### config.mk
export PLATFORM = sky130hd
export DESIGN_NAME = trap_sequencer
export DESIGN_NICKNAME = d
export VERILOG_FILES = /design/src/rtl/csr_pkg.sv /design/src/rtl/trap_prio_enc.sv /design/src/rtl/trap_sequencer.sv
export SDC_FILE = /design/constraint.sdc
export NUM_CORES = 1
export LEC_CHECK = 0
export CORE_MARGIN = 10
export CORE_UTILIZATION = 39
export DETAILED_ROUTE_END_ITERATION = 8
export HOLD_SLACK_MARGIN = 0.15
export PLACE_DENSITY = 0.82
export SYNTH_ARGS = -nofsm -noshare
export SYNTH_HDL_FRONTEND = slang
export SYNTH_HIERARCHICAL = 1
export SYNTH_SLANG_ARGS = --single-unit
export TNS_END_PERCENT = 20
### constraint.sdc
create_clock -name clk -period 5.4 [get_ports clk]
set_input_delay 1.62 -clock clk [delete_from_list [all_inputs] [get_ports clk]]
set_output_delay 1.62 -clock clk [all_outputs]
set_load 0.01 [all_outputs]
### src/rtl/csr_pkg.sv
// csr_pkg: shared CSR addresses, mstatus fields, cause codes and sequencer types
// Exports: CSR_* addresses, MSTATUS_* bit positions, CAUSE_* codes,
//          seq_state_e, acc_e, mstatus_trap_lo/mstatus_mret_lo helpers.
package csr_pkg;
   localparam logic [11:0] CSR_MSTATUS = 12'h300;
   localparam logic [11:0] CSR_MIE     = 12'h304;
   localparam logic [11:0] CSR_MTVEC   = 12'h305;
   localparam logic [11:0] CSR_MEPC    = 12'h341;
   localparam logic [11:0] CSR_MCAUSE  = 12'h342;
   localparam logic [11:0] CSR_MTVAL   = 12'h343;
   localparam int MSTATUS_MIE    = 3;
   localparam int MSTATUS_MPIE   = 7;
   localparam int MSTATUS_MPP_LO = 11;
   localparam int MSTATUS_MPP_HI = 12;
   localparam int MIE_MEIE       = 11;
   localparam int MIE_MTIE       = 7;
   localparam logic [4:0] CAUSE_ECALL_M   = 5'd11;
   localparam logic [4:0] CAUSE_ILLEGAL   = 5'd2;
   localparam logic [4:0] CAUSE_IRQ_EXT   = 5'd11;
   localparam logic [4:0] CAUSE_IRQ_TIMER = 5'd7;
   typedef enum logic [2:0] {IDLE, T_EPC, T_CAUSE, T_TVAL, T_STAT, T_VEC, M_STAT, M_PC} seq_state_e;
   typedef enum logic [1:0] {ACC_NONE, ACC_TRAP, ACC_MRET, ACC_PIPE} acc_e;
   // Only the low 13 bits of mstatus are touched on trap entry/exit.
   function automatic logic [12:0] mstatus_trap_lo(input logic [12:0] s);
      logic [12:0] r;
      r = s;
      r[MSTATUS_MPIE] = s[MSTATUS_MIE];
      r[MSTATUS_MIE] = 1'b0;
      r[MSTATUS_MPP_HI:MSTATUS_MPP_LO] = 2'b11;
      return r;
   endfunction
   function automatic logic [12:0] mstatus_mret_lo(input logic [12:0] s);
      logic [12:0] r;
      r = s;
      r[MSTATUS_MIE] = s[MSTATUS_MPIE];
      r[MSTATUS_MPIE] = 1'b1;
      return r;
   endfunction
endpackage

### src/rtl/trap_prio_enc.sv
// trap_prio_enc: IDLE request arbiter, exception > interrupt > mret > pipeline write
// Inputs : exc_valid, exc_code, irq_ext_take, irq_timer_take (already enable-qualified),
//          mret_valid, pipe_csr_we
// Outputs: acc (accept type), intr (interrupt flag for mcause), code (cause code to latch)
module trap_prio_enc
   import csr_pkg::*;
(
   input  logic       exc_valid,
   input  logic [4:0] exc_code,
   input  logic       irq_ext_take,
   input  logic       irq_timer_take,
   input  logic       mret_valid,
   input  logic       pipe_csr_we,
   output acc_e       acc,
   output logic       intr,
   output logic [4:0] code
);
   logic irq_any;
   always_comb begin
      irq_any = irq_ext_take | irq_timer_take;
      acc = (exc_valid | irq_any) ? ACC_TRAP : mret_valid ? ACC_MRET : pipe_csr_we ? ACC_PIPE : ACC_NONE;
      intr = !exc_valid && irq_any;
      code = exc_valid ? exc_code : irq_ext_take ? CAUSE_IRQ_EXT : irq_timer_take ? CAUSE_IRQ_TIMER : 5'd0;
   end
endmodule

### src/rtl/trap_sequencer.sv
// trap_sequencer: machine-mode trap/MRET sequencer owning the CSR write port
// Inputs : exc_* (exception), mret_valid, irq_* (interrupts), pipe_csr_* (pipeline CSR write),
//          csr_data_r (combinational CSR read data)
// Outputs: req_ack, pipe_csr_stall, csr_we/csr_addr_w/csr_data_w, csr_addr_r, flush,
//          redirect_valid/redirect_pc, busy
// Build option: TRAP_SEQ_IRQ_EN enables interrupts and vectored mtvec.
module trap_sequencer
   import csr_pkg::*;
#(
   parameter int XLEN   = 32,
   parameter int CSR_AW = 12
) (
   input  logic              clk,
   input  logic              rst,
   input  logic              exc_valid,
   input  logic [4:0]        exc_code,
   input  logic [XLEN-1:0]   exc_pc,
   input  logic [XLEN-1:0]   exc_tval,
   input  logic              mret_valid,
   input  logic              irq_ext,
   input  logic              irq_timer,
   input  logic [XLEN-1:0]   irq_pc,
   output logic              req_ack,
   input  logic              pipe_csr_we,
   input  logic [CSR_AW-1:0] pipe_csr_addr,
   input  logic [XLEN-1:0]   pipe_csr_data,
   output logic              pipe_csr_stall,
   output logic              csr_we,
   output logic [CSR_AW-1:0] csr_addr_w,
   output logic [XLEN-1:0]   csr_data_w,
   output logic [CSR_AW-1:0] csr_addr_r,
   input  logic [XLEN-1:0]   csr_data_r,
   output logic              flush,
   output logic              redirect_valid,
   output logic [XLEN-1:0]   redirect_pc,
   output logic              busy
);
   seq_state_e      state_q, state_d;
   logic [XLEN-1:0] pc_q, pc_d, tval_q, tval_d;
   logic [4:0]      code_q, code_d;
   logic            intr_q, intr_d;
   logic            irq_ext_take, irq_timer_take;
   logic [XLEN-1:0] vec_off;
   acc_e            acc;
   logic            acc_intr;
   logic [4:0]      acc_code;

`ifdef TRAP_SEQ_IRQ_EN
   // Snapshot of mstatus.MIE and mie enables, tracked from every write through our own port.
   logic snap_mie_q, snap_mie_d, snap_meie_q, snap_meie_d, snap_mtie_q, snap_mtie_d;
   always_comb begin
      snap_mie_d = snap_mie_q;
      snap_meie_d = snap_meie_q;
      snap_mtie_d = snap_mtie_q;
      if (csr_we && csr_addr_w == CSR_AW'(CSR_MSTATUS)) snap_mie_d = csr_data_w[MSTATUS_MIE];
      if (csr_we && csr_addr_w == CSR_AW'(CSR_MIE)) begin
         snap_meie_d = csr_data_w[MIE_MEIE];
         snap_mtie_d = csr_data_w[MIE_MTIE];
      end
      irq_ext_take = snap_mie_q & snap_meie_q & irq_ext;
      irq_timer_take = snap_mie_q & snap_mtie_q & irq_timer;
      vec_off = (csr_data_r[1:0] == 2'b01) ? XLEN'({code_q, 2'b00}) : '0;
   end
   always_ff @(posedge clk or posedge rst) begin
      if (rst) begin
         snap_mie_q <= 1'b0;
         snap_meie_q <= 1'b0;
         snap_mtie_q <= 1'b0;
      end else begin
         snap_mie_q <= snap_mie_d;
         snap_meie_q <= snap_meie_d;
         snap_mtie_q <= snap_mtie_d;
      end
   end
`else
   logic unused_irq;
   assign unused_irq = irq_ext ^ irq_timer;
   assign irq_ext_take = 1'b0;
   assign irq_timer_take = 1'b0;
   assign vec_off = '0;
`endif

   trap_prio_enc u_prio (
      .exc_valid      (exc_valid),
      .exc_code       (exc_code),
      .irq_ext_take   (irq_ext_take),
      .irq_timer_take (irq_timer_take),
      .mret_valid     (mret_valid),
      .pipe_csr_we    (pipe_csr_we),
      .acc            (acc),
      .intr           (acc_intr),
      .code           (acc_code)
   );

   always_comb begin
      state_d = state_q;
      pc_d = pc_q;
      tval_d = tval_q;
      code_d = code_q;
      intr_d = intr_q;
      busy = (state_q != IDLE);
      pipe_csr_stall = busy & pipe_csr_we;
      req_ack = 1'b0;
      csr_we = 1'b0;
      csr_addr_w = '0;
      csr_data_w = '0;
      csr_addr_r = '0;
      flush = 1'b0;
      redirect_valid = 1'b0;
      redirect_pc = '0;
      case (state_q)
         IDLE: begin
            // Outputs stay quiet while reset is asserted, even with pipeline traffic present.
            if (!rst && (acc == ACC_TRAP || acc == ACC_MRET)) begin
               req_ack = 1'b1;
               pc_d = acc_intr ? irq_pc : exc_pc;
               tval_d = (acc == ACC_TRAP && !acc_intr) ? exc_tval : '0;
               code_d = acc_code;
               intr_d = acc_intr;
               state_d = (acc == ACC_TRAP) ? T_EPC : M_STAT;
            end else if (!rst) begin
               csr_we = pipe_csr_we;
               csr_addr_w = pipe_csr_addr;
               csr_data_w = pipe_csr_data;
            end
         end
         T_EPC: begin
            csr_we = 1'b1;
            csr_addr_w = CSR_AW'(CSR_MEPC);
            csr_data_w = pc_q;
            flush = 1'b1;
            state_d = T_CAUSE;
         end
         T_CAUSE: begin
            csr_we = 1'b1;
            csr_addr_w = CSR_AW'(CSR_MCAUSE);
            csr_data_w = {intr_q, {(XLEN-6){1'b0}}, code_q};
            state_d = T_TVAL;
         end
         T_TVAL: begin
            csr_we = 1'b1;
            csr_addr_w = CSR_AW'(CSR_MTVAL);
            csr_data_w = tval_q;
            state_d = T_STAT;
         end
         T_STAT: begin
            csr_addr_r = CSR_AW'(CSR_MSTATUS);
            csr_we = 1'b1;
            csr_addr_w = CSR_AW'(CSR_MSTATUS);
            csr_data_w = {csr_data_r[XLEN-1:13], mstatus_trap_lo(csr_data_r[12:0])};
            state_d = T_VEC;
         end
         T_VEC: begin
            csr_addr_r = CSR_AW'(CSR_MTVEC);
            redirect_valid = 1'b1;
            redirect_pc = {csr_data_r[XLEN-1:2], 2'b00} + vec_off;
            state_d = IDLE;
         end
         M_STAT: begin
            csr_addr_r = CSR_AW'(CSR_MSTATUS);
            csr_we = 1'b1;
            csr_addr_w = CSR_AW'(CSR_MSTATUS);
            csr_data_w = {csr_data_r[XLEN-1:13], mstatus_mret_lo(csr_data_r[12:0])};
            flush = 1'b1;
            state_d = M_PC;
         end
         M_PC: begin
            csr_addr_r = CSR_AW'(CSR_MEPC);
            redirect_valid = 1'b1;
            redirect_pc = {csr_data_r[XLEN-1:2], 2'b00};
            state_d = IDLE;
         end
         default: state_d = IDLE;
      endcase
   end

   always_ff @(posedge clk or posedge rst) begin
      if (rst) begin
         state_q <= IDLE;
         pc_q <= '0;
         tval_q <= '0;
         code_q <= '0;
         intr_q <= 1'b0;
      end else begin
         state_q <= state_d;
         pc_q <= pc_d;
         tval_q <= tval_d;
         code_q <= code_d;
         intr_q <= intr_d;
      end
   end
endmodule

==> results of run 1 <==
-- final cells by class --
class / instances / area, um^2 / share of cell area, %
clock buffers: 11 / 243 / 3.12
clock inverters: 4 / 77.6 / 0.997
inverters: 7 / 31.3 / 0.402
multi-input cells: 408 / 2600 / 33.4
flip-flops and latches: 73 / 1830 / 23.5
well taps: 168 / 210 / 2.70
repair buffers: 283 / 2790 / 35.8
-- Yosys cell counts, types with 2 or more instances --
library cell	count	area (um^2)
nand3_1	2	10.0
buf_12	3	60.1
mux2i_1	65	651
o21ai_0	73	365
and2_1	3	18.8
clkbuf_1	24	90.1
buf_2	16	80.1
buf_6	13	146
dfrtp_1	73	1830
nor2b_1	4	25.0
a211o_1	5	43.8
inv_1	5	18.8
nand2b_1	6	37.5
and3_1	38	238
a21oi_1	4	20.0
a22o_1	5	43.8
nor2_1	36	135
mux2_2	6	67.6
nand2_1	39	146
buf_4	12	90.1
a221o_1	25	250
a21o_1	4	30.0
nor3_1	2	10.0
nor3_4	2	32.5
o21ai_1	60	300
-- critical path, delay by kind of cell --
| family | cells | cell delay, ns |
|---|---|---|
| adders and majority gates | 1 | 0.28 |
| AOI/OAI and AO/OA | 2 | 0.36 |
| and+or+nand+nor | 2 | 0.22 |
| buffers and inverters | 4 | 1.20 |
-- kinds of logic (layout without fill, tap and decap cells) --
group                    count (synthesis)  count (layout)  synth area share, %
AND/OR/NAND/NOR                        139             139                 14.5
adder cells (fa/ha/maj)                  1               1                0.257
multiplexers                            72              72                 15.0
buffers and inverters                   76             305                 10.5
AO/OA/AOI/OAI                          180             180                 22.2
flip-flops                              73              73                 37.5
other                                    1              16               0.0770
-- layer usage --
layer | up-vias | global-route usage (%)
li1 | 2403 | -
met1 | 2458 | 25.9
met2 | 264 | 36.7
met3 | 25 | 4.92
met4 | 0 | 5.81
met5 | - | 0
-- final timing paths --
path,start,slack (ns),end,depth (start not counted)
max in group asynchronous,rst,2.53,state_q[1]$_DFFE_PP0P_,3
worst max register to register,state_q[1]$_DFFE_PP0P_,3.20,tval_q[14]$_DFFE_PP0P_,4
worst min register to register,tval_q[5]$_DFFE_PP0P_,0.50,tval_q[5]$_DFFE_PP0P_,2
worst min-delay path,tval_q[5]$_DFFE_PP0P_,0.50,tval_q[5]$_DFFE_PP0P_,2
worst max-delay path,pipe_csr_we,0.11,csr_addr_w[6],9
min in group asynchronous,rst,1.82,pc_q[19]$_DFFE_PP0P_,2
-- power breakdown --
| group | switching (mW) | internal [mW] | total, mW |
|---|---|---|---|
| logic | 0.971 | 0.910 | 1.88 |
| clock network | 0.215 | 0.416 | 0.631 |
| registers | 0.192 | 0.810 | 1.00 |
-- state kept, by name, indices dropped and copies added, names as in the netlist --
register	cells
intr_q	1
pc_q	32
tval_q	32
code_q	5
state_q	3
-- what timing repair did --
| action | CTS | global route |
|---|---|---|
| setup endpoints to repair | 46 | 6 |
| resized for setup | 32 | 7 |
| pin swaps | 1 | 0 |
| hold buffers | 0 | 0 |
-- metrics by stage --
stage / util (%) / setup TNS (ns) / power, mW / cells / hold slack [ns]
after global placement: 61.7 / -11.00 / 2.93 / 939 / 0.482
after floorplan: - / 0 / 2.12 / 557 / 0.467
after global routing: 64.2 / -0.0104 / 3.75 / 954 / 0.531
after CTS: 64.1 / 0 / 3.54 / 954 / 0.503
final: 64.2 / 0 / 3.52 / 954 / 0.497
after detailed placement: 61.7 / -10.79 / 2.99 / 939 / 0.490
==> flow_summary.json, run 1 <==
{
  "final_cell_mix": "229 x clkdlybuf4s50_1, 73 x o21ai_0, 72 x dfrtp_1",
  "syn-cell-area_mm2": 0.00487,
  "clkLatencyLatePin_ns": 0.33,
  "drtAntennaViolNets": 0,
  "synth-async-reset-ratio_pct": 100,
  "cp_common_cell": "clkdlybuf4s50_1",
  "drv_slew": 35,
  "avgSynthCellArea_um2": 8.99,
  "drive_above_1_share_pct": 6.49,
  "status": "finished with violations",
  "die_y_um": 132,
  "cp_slowest_cell": "clkdlybuf4s50_1",
  "synth.distinct_cells": 42,
  "clock_path_buffers": 2,
  "critPathKind": "input pin to output port",
  "stdcell_area_mm2": 0.00778,
  "synth_enable_flop_cells": 0,
  "ys.flop_type": "dfrtp_1",
  "final_nets": 967,
  "num_vias": 5150,
  "path_clk_slew_ns": 0.05,
  "cts_tree": "done",
  "min_period_ns": 5.29,
  "finalSetupViolations": 0,
  "fin_ws_ns": 0.107,
  "synth_warnings": 6,
  "gp_congestion": 0.867,
  "areaGrowthSynthToFinish_pct": 59.7,
  "finalCritPeriodShare_pct": 98.0,
  "power_leakage_nw": 3.51,
  "met1_length_mm": 8.04,
  "pin_count": 278,
  "wl_per_cell_um": 20.5,
  "clockRootBuffer": "clkbuf_16",
  "failed_checks": "max-slew violations",
  "cts_htree_levels": 3,
  "grt_pass1_vias": 5251,
  "crit_chain": "clkdlybuf4s50_1, o21a_1, inv_1, ha_1, nor2b_2, buf_4, a211oi_2, nor2_1, clkdlybuf4s50_1",
  "grt_max_degree": 67,
  "gr-total-overflow": 0,
  "cp_max_fo": 11,
  "ys_ff_latch": 73,
  "core_mm2": 0.0121,
  "die_w_um": 132,
  "route.met3.wl_mm": 1.54,
  "drc": 0,
  "slew_headroom_pct": -144,
  "dieArea_mm2": 0.0174,
  "power.density_mw_per_mm2": 452,
  "grt_usage_pct": 21.3,
  "hold_viol": 0,
  "antenna_cells": 0,
  "dpl_cell_area_mm2": 0.00748,
  "peakVddDrop_v": 0.000220,
  "wl_mm": 19.5,
  "required_ns": 3.78,
  "clock_skew_ns": 0.00751,
  "vias_per_cell": 5.40,
  "post-place-ws_ns": -0.341,
  "cts_sinks": 73,
  "start_util_pct": 40.2,
  "synth-seq-area-share_pct": 37.5,
  "routed.top_layer": "met4",
  "hp-class": "register to register",
  "worstMarginPinSlew_ns": 3.65,
  "portBuffers": 266,
  "max_stage_delay_ns": 0.50,
  "max-cap-violations": 0,
  "drtIter0Drc": 440,
  "worstSetupEndpointType": "output port",
  "antenna_found_initial": 0,
  "critPathLaunchType": "input pin",
  "syn_inst": 542,
  "numCtsBuffers": 9,
  "fmax_ghz": 0.189,
  "grt_pass1_wl_mm": 29.9,
  "num-fill-cells": 1008,
  "fp-row-count": 40,
  "final_common_cell": "clkdlybuf4s50_1",
  "wl_met2_mm": 9.61,
  "arrival_ns": 3.67,
  "drtPass1Iterations": 5,
  "post-cts-setup-buffer-count": 0,
  "hpwlAfterDp_mm": 15.6
}
No activity file was read; power rests on OpenSTA's default activity.
==> run 2, diff against run 1 <==
--- a/config.mk
+++ b/config.mk
@@ -7,6 +7,7 @@
 export LEC_CHECK = 0
 export CORE_MARGIN = 10
 export CORE_UTILIZATION = 39
+export CTS_BUF_LIST = sky130_fd_sc_hd__clkbuf_4 sky130_fd_sc_hd__clkbuf_8 sky130_fd_sc_hd__clkbuf_16
 export DETAILED_ROUTE_END_ITERATION = 8
 export HOLD_SLACK_MARGIN = 0.15
 export PLACE_DENSITY = 0.82
==> run 2 against run 1 <==
Net effect:
- clock skew is 0.0017 ns lower
- critical path type unchanged
- die area unchanged
- via count shrank 0.50%
- first-iteration DRC count increased by 0.45%
- sequential power barely moved
- largest power group unchanged
- clock-buffer cell count is the same
- clock power rose by 1%
- core utilization about the same
- routed wire length rose by 0.21%
- combinational power about the same
- flip-flop and latch count stayed put
- the run still ends with max-slew violations left
==> flow_summary.json, run 2 (synthesis results as in run 1) <==
{
  "gp_congestion": 0.867,
  "slew_headroom_pct": -145,
  "clock_skew_ns": 0.00581,
  "clockRootBuffer": "clkbuf_16",
  "path_clk_slew_ns": 0.05,
  "start_util_pct": 40.2,
  "finalCritPeriodShare_pct": 98.0,
  "grt_max_degree": 67,
  "critPathKind": "input pin to output port",
  "multi_input_area_mm2": 0.00260,
  "power.density_mw_per_mm2": 453,
  "hpwlAfterDp_mm": 15.6,
  "worstMarginPinSlew_ns": 3.66,
  "drive_above_1_share_pct": 6.62,
  "cp_max_fo": 11,
  "die_w_um": 132,
  "min_period_ns": 5.29,
  "final_cell_mix": "229 x clkdlybuf4s50_1, 73 x o21ai_0, 72 x dfrtp_1",
  "gr-total-overflow": 0,
  "fmax_ghz": 0.189,
  "num_vias": 5124,
  "regArea_mm2": 0.00183,
  "holdWs_ns": 0.497,
  "drtIter0Drc": 442,
  "finalSetupViolations": 0,
  "max-cap-violations": 0,
  "grt_pass1_wl_mm": 29.9,
  "grt_use_met3_pct": 4.92,
  "status": "finished with violations",
  "cts_htree_levels": 3,
  "grt_usage_pct": 21.3,
  "antenna_cells": 0,
  "drc": 0,
  "core_mm2": 0.0121,
  "busiest_layer": "met2",
  "cts_tree": "done",
  "utilization_pct": 64.3,
  "vias_per_cell": 5.37,
  "power_leakage_nw": 3.52,
  "cts_hold_buf": 0,
  "arrival_ns": 3.67,
  "hold_viol": 0,
  "final_common_cell": "clkdlybuf4s50_1",
  "antenna_found_initial": 0,
  "drv_slew": 35,
  "numCtsBuffers": 9,
  "drtPass1Iterations": 5,
  "cts_sinks": 73,
  "peakVddDrop_v": 0.000220,
  "grt_use_met1_pct": 25.9,
  "critPathLaunchType": "input pin",
  "pin_count": 278,
  "wl_per_cell_um": 20.5,
  "clkLatencyLatePin_ns": 0.33,
  "worstSetupEndpointType": "output port",
  "final_nets": 967,
  "hp-class": "register to register",
  "dieArea_mm2": 0.0174,
  "portBuffers": 266,
  "wl_mm": 19.6,
  "areaGrowthSynthToFinish_pct": 59.7,
  "grt_pass1_vias": 5251,
  "failed_checks": "max-slew violations",
  "clock_path_buffers": 2,
  "largest_registers": "pc_q x32, tval_q x32, code_q x5",
  "num-fill-cells": 1006,
  "die_y_um": 132,
  "fp-row-count": 40,
  "required_ns": 3.78,
  "met2_usage_pct": 36.7,
  "drtAntennaViolNets": 0
}
run 2: cell counts in the layout (fill, tap and decap cells not counted):
No cell type changed its count.
run 2: final cells by class:
class | instances | share of cell area (%)
Tap cell | 168 | 2.70
Clock inverter | 4 | 0.997
Sequential cell | 73 | 23.5
Multi-Input combinational cell | 408 | 33.4
Timing Repair Buffer | 283 | 35.8
Inverter | 7 | 0.402
Clock buffer | 11 | 3.17
run 2: metrics by stage:
stage	setup WS, ns	setup TNS (ns)	power (mW)	cells	instance area, um^2
5_1_grt	-0.0104	-0.0104	3.75	954	7780
6_report	0.107	0	3.53	954	7780
3_3_place_gp	-0.329	-11.00	2.93	939	7480
3_5_place_dp	-0.341	-10.79	2.99	939	7480
4_1_cts	0.0226	0	3.54	954	7760
2_1_floorplan	0.475	0	2.12	557	4930
run 2: power breakdown:
group	total (mW)	internal, mW	switching, mW
logic	1.88	0.910	0.974
registers	1.00	0.810	0.194
clock network	0.638	0.421	0.217
total	3.53	2.14	1.38
run 2: worst paths after layout:
check	start	to	slack, ns	cells after the start
worst max-delay path	pipe_csr_we	csr_addr_w[6]	0.11	9
worst min-delay path	tval_q[5]$_DFFE_PP0P_	tval_q[5]$_DFFE_PP0P_	0.50	2
worst max register to register	state_q[1]$_DFFE_PP0P_	tval_q[14]$_DFFE_PP0P_	3.19	4
worst min register to register	tval_q[5]$_DFFE_PP0P_	tval_q[5]$_DFFE_PP0P_	0.50	2
max in group asynchronous	rst	state_q[1]$_DFFE_PP0P_	2.53	3
min in group asynchronous	rst	state_q[2]$_DFFE_PP0P_	1.82	2
run 2: worst max-delay path, stage by stage:
cell and delay (ns):
clkdlybuf4s50_1 0.50, o21a_1 0.12, inv_1 0.04, ha_1 0.28
nor2b_2 0.16, buf_4 0.17, a211oi_2 0.24, nor2_1 0.06
clkdlybuf4s50_1 0.49
run 2: per-layer routing:
metal | wire length (um) | share of wire (%)
met3 | 1560 | 8.0
met1 | 8070 | 41
met4 | 320 | 1.6
met5 | 0 | 0
met2 | 9610 | 49
run 2: what timing repair did:
| item | CTS | global route |
|---|---|---|
| cloned | 0 | 0 |
| endpoints found under the setup margin | 46 | 6 |
| hold endpoints to repair | 0 | 0 |
| pin swaps | 1 | 0 |
| resized for setup | 32 | 7 |
| buffers inserted | 0 | 0 |
==> run 3, diff against run 2 <==
--- a/config.mk
+++ b/config.mk
@@ -8,6 +8,7 @@
 export CORE_MARGIN = 10
 export CORE_UTILIZATION = 39
 export CTS_BUF_LIST = sky130_fd_sc_hd__clkbuf_4 sky130_fd_sc_hd__clkbuf_8 sky130_fd_sc_hd__clkbuf_16
+export CTS_CLUSTER_DIAMETER = 200
 export DETAILED_ROUTE_END_ITERATION = 8
 export HOLD_SLACK_MARGIN = 0.15
 export PLACE_DENSITY = 0.82
==> results of run 3 <==
No change in the layout: final DEF, timing and power equal those of run 2.
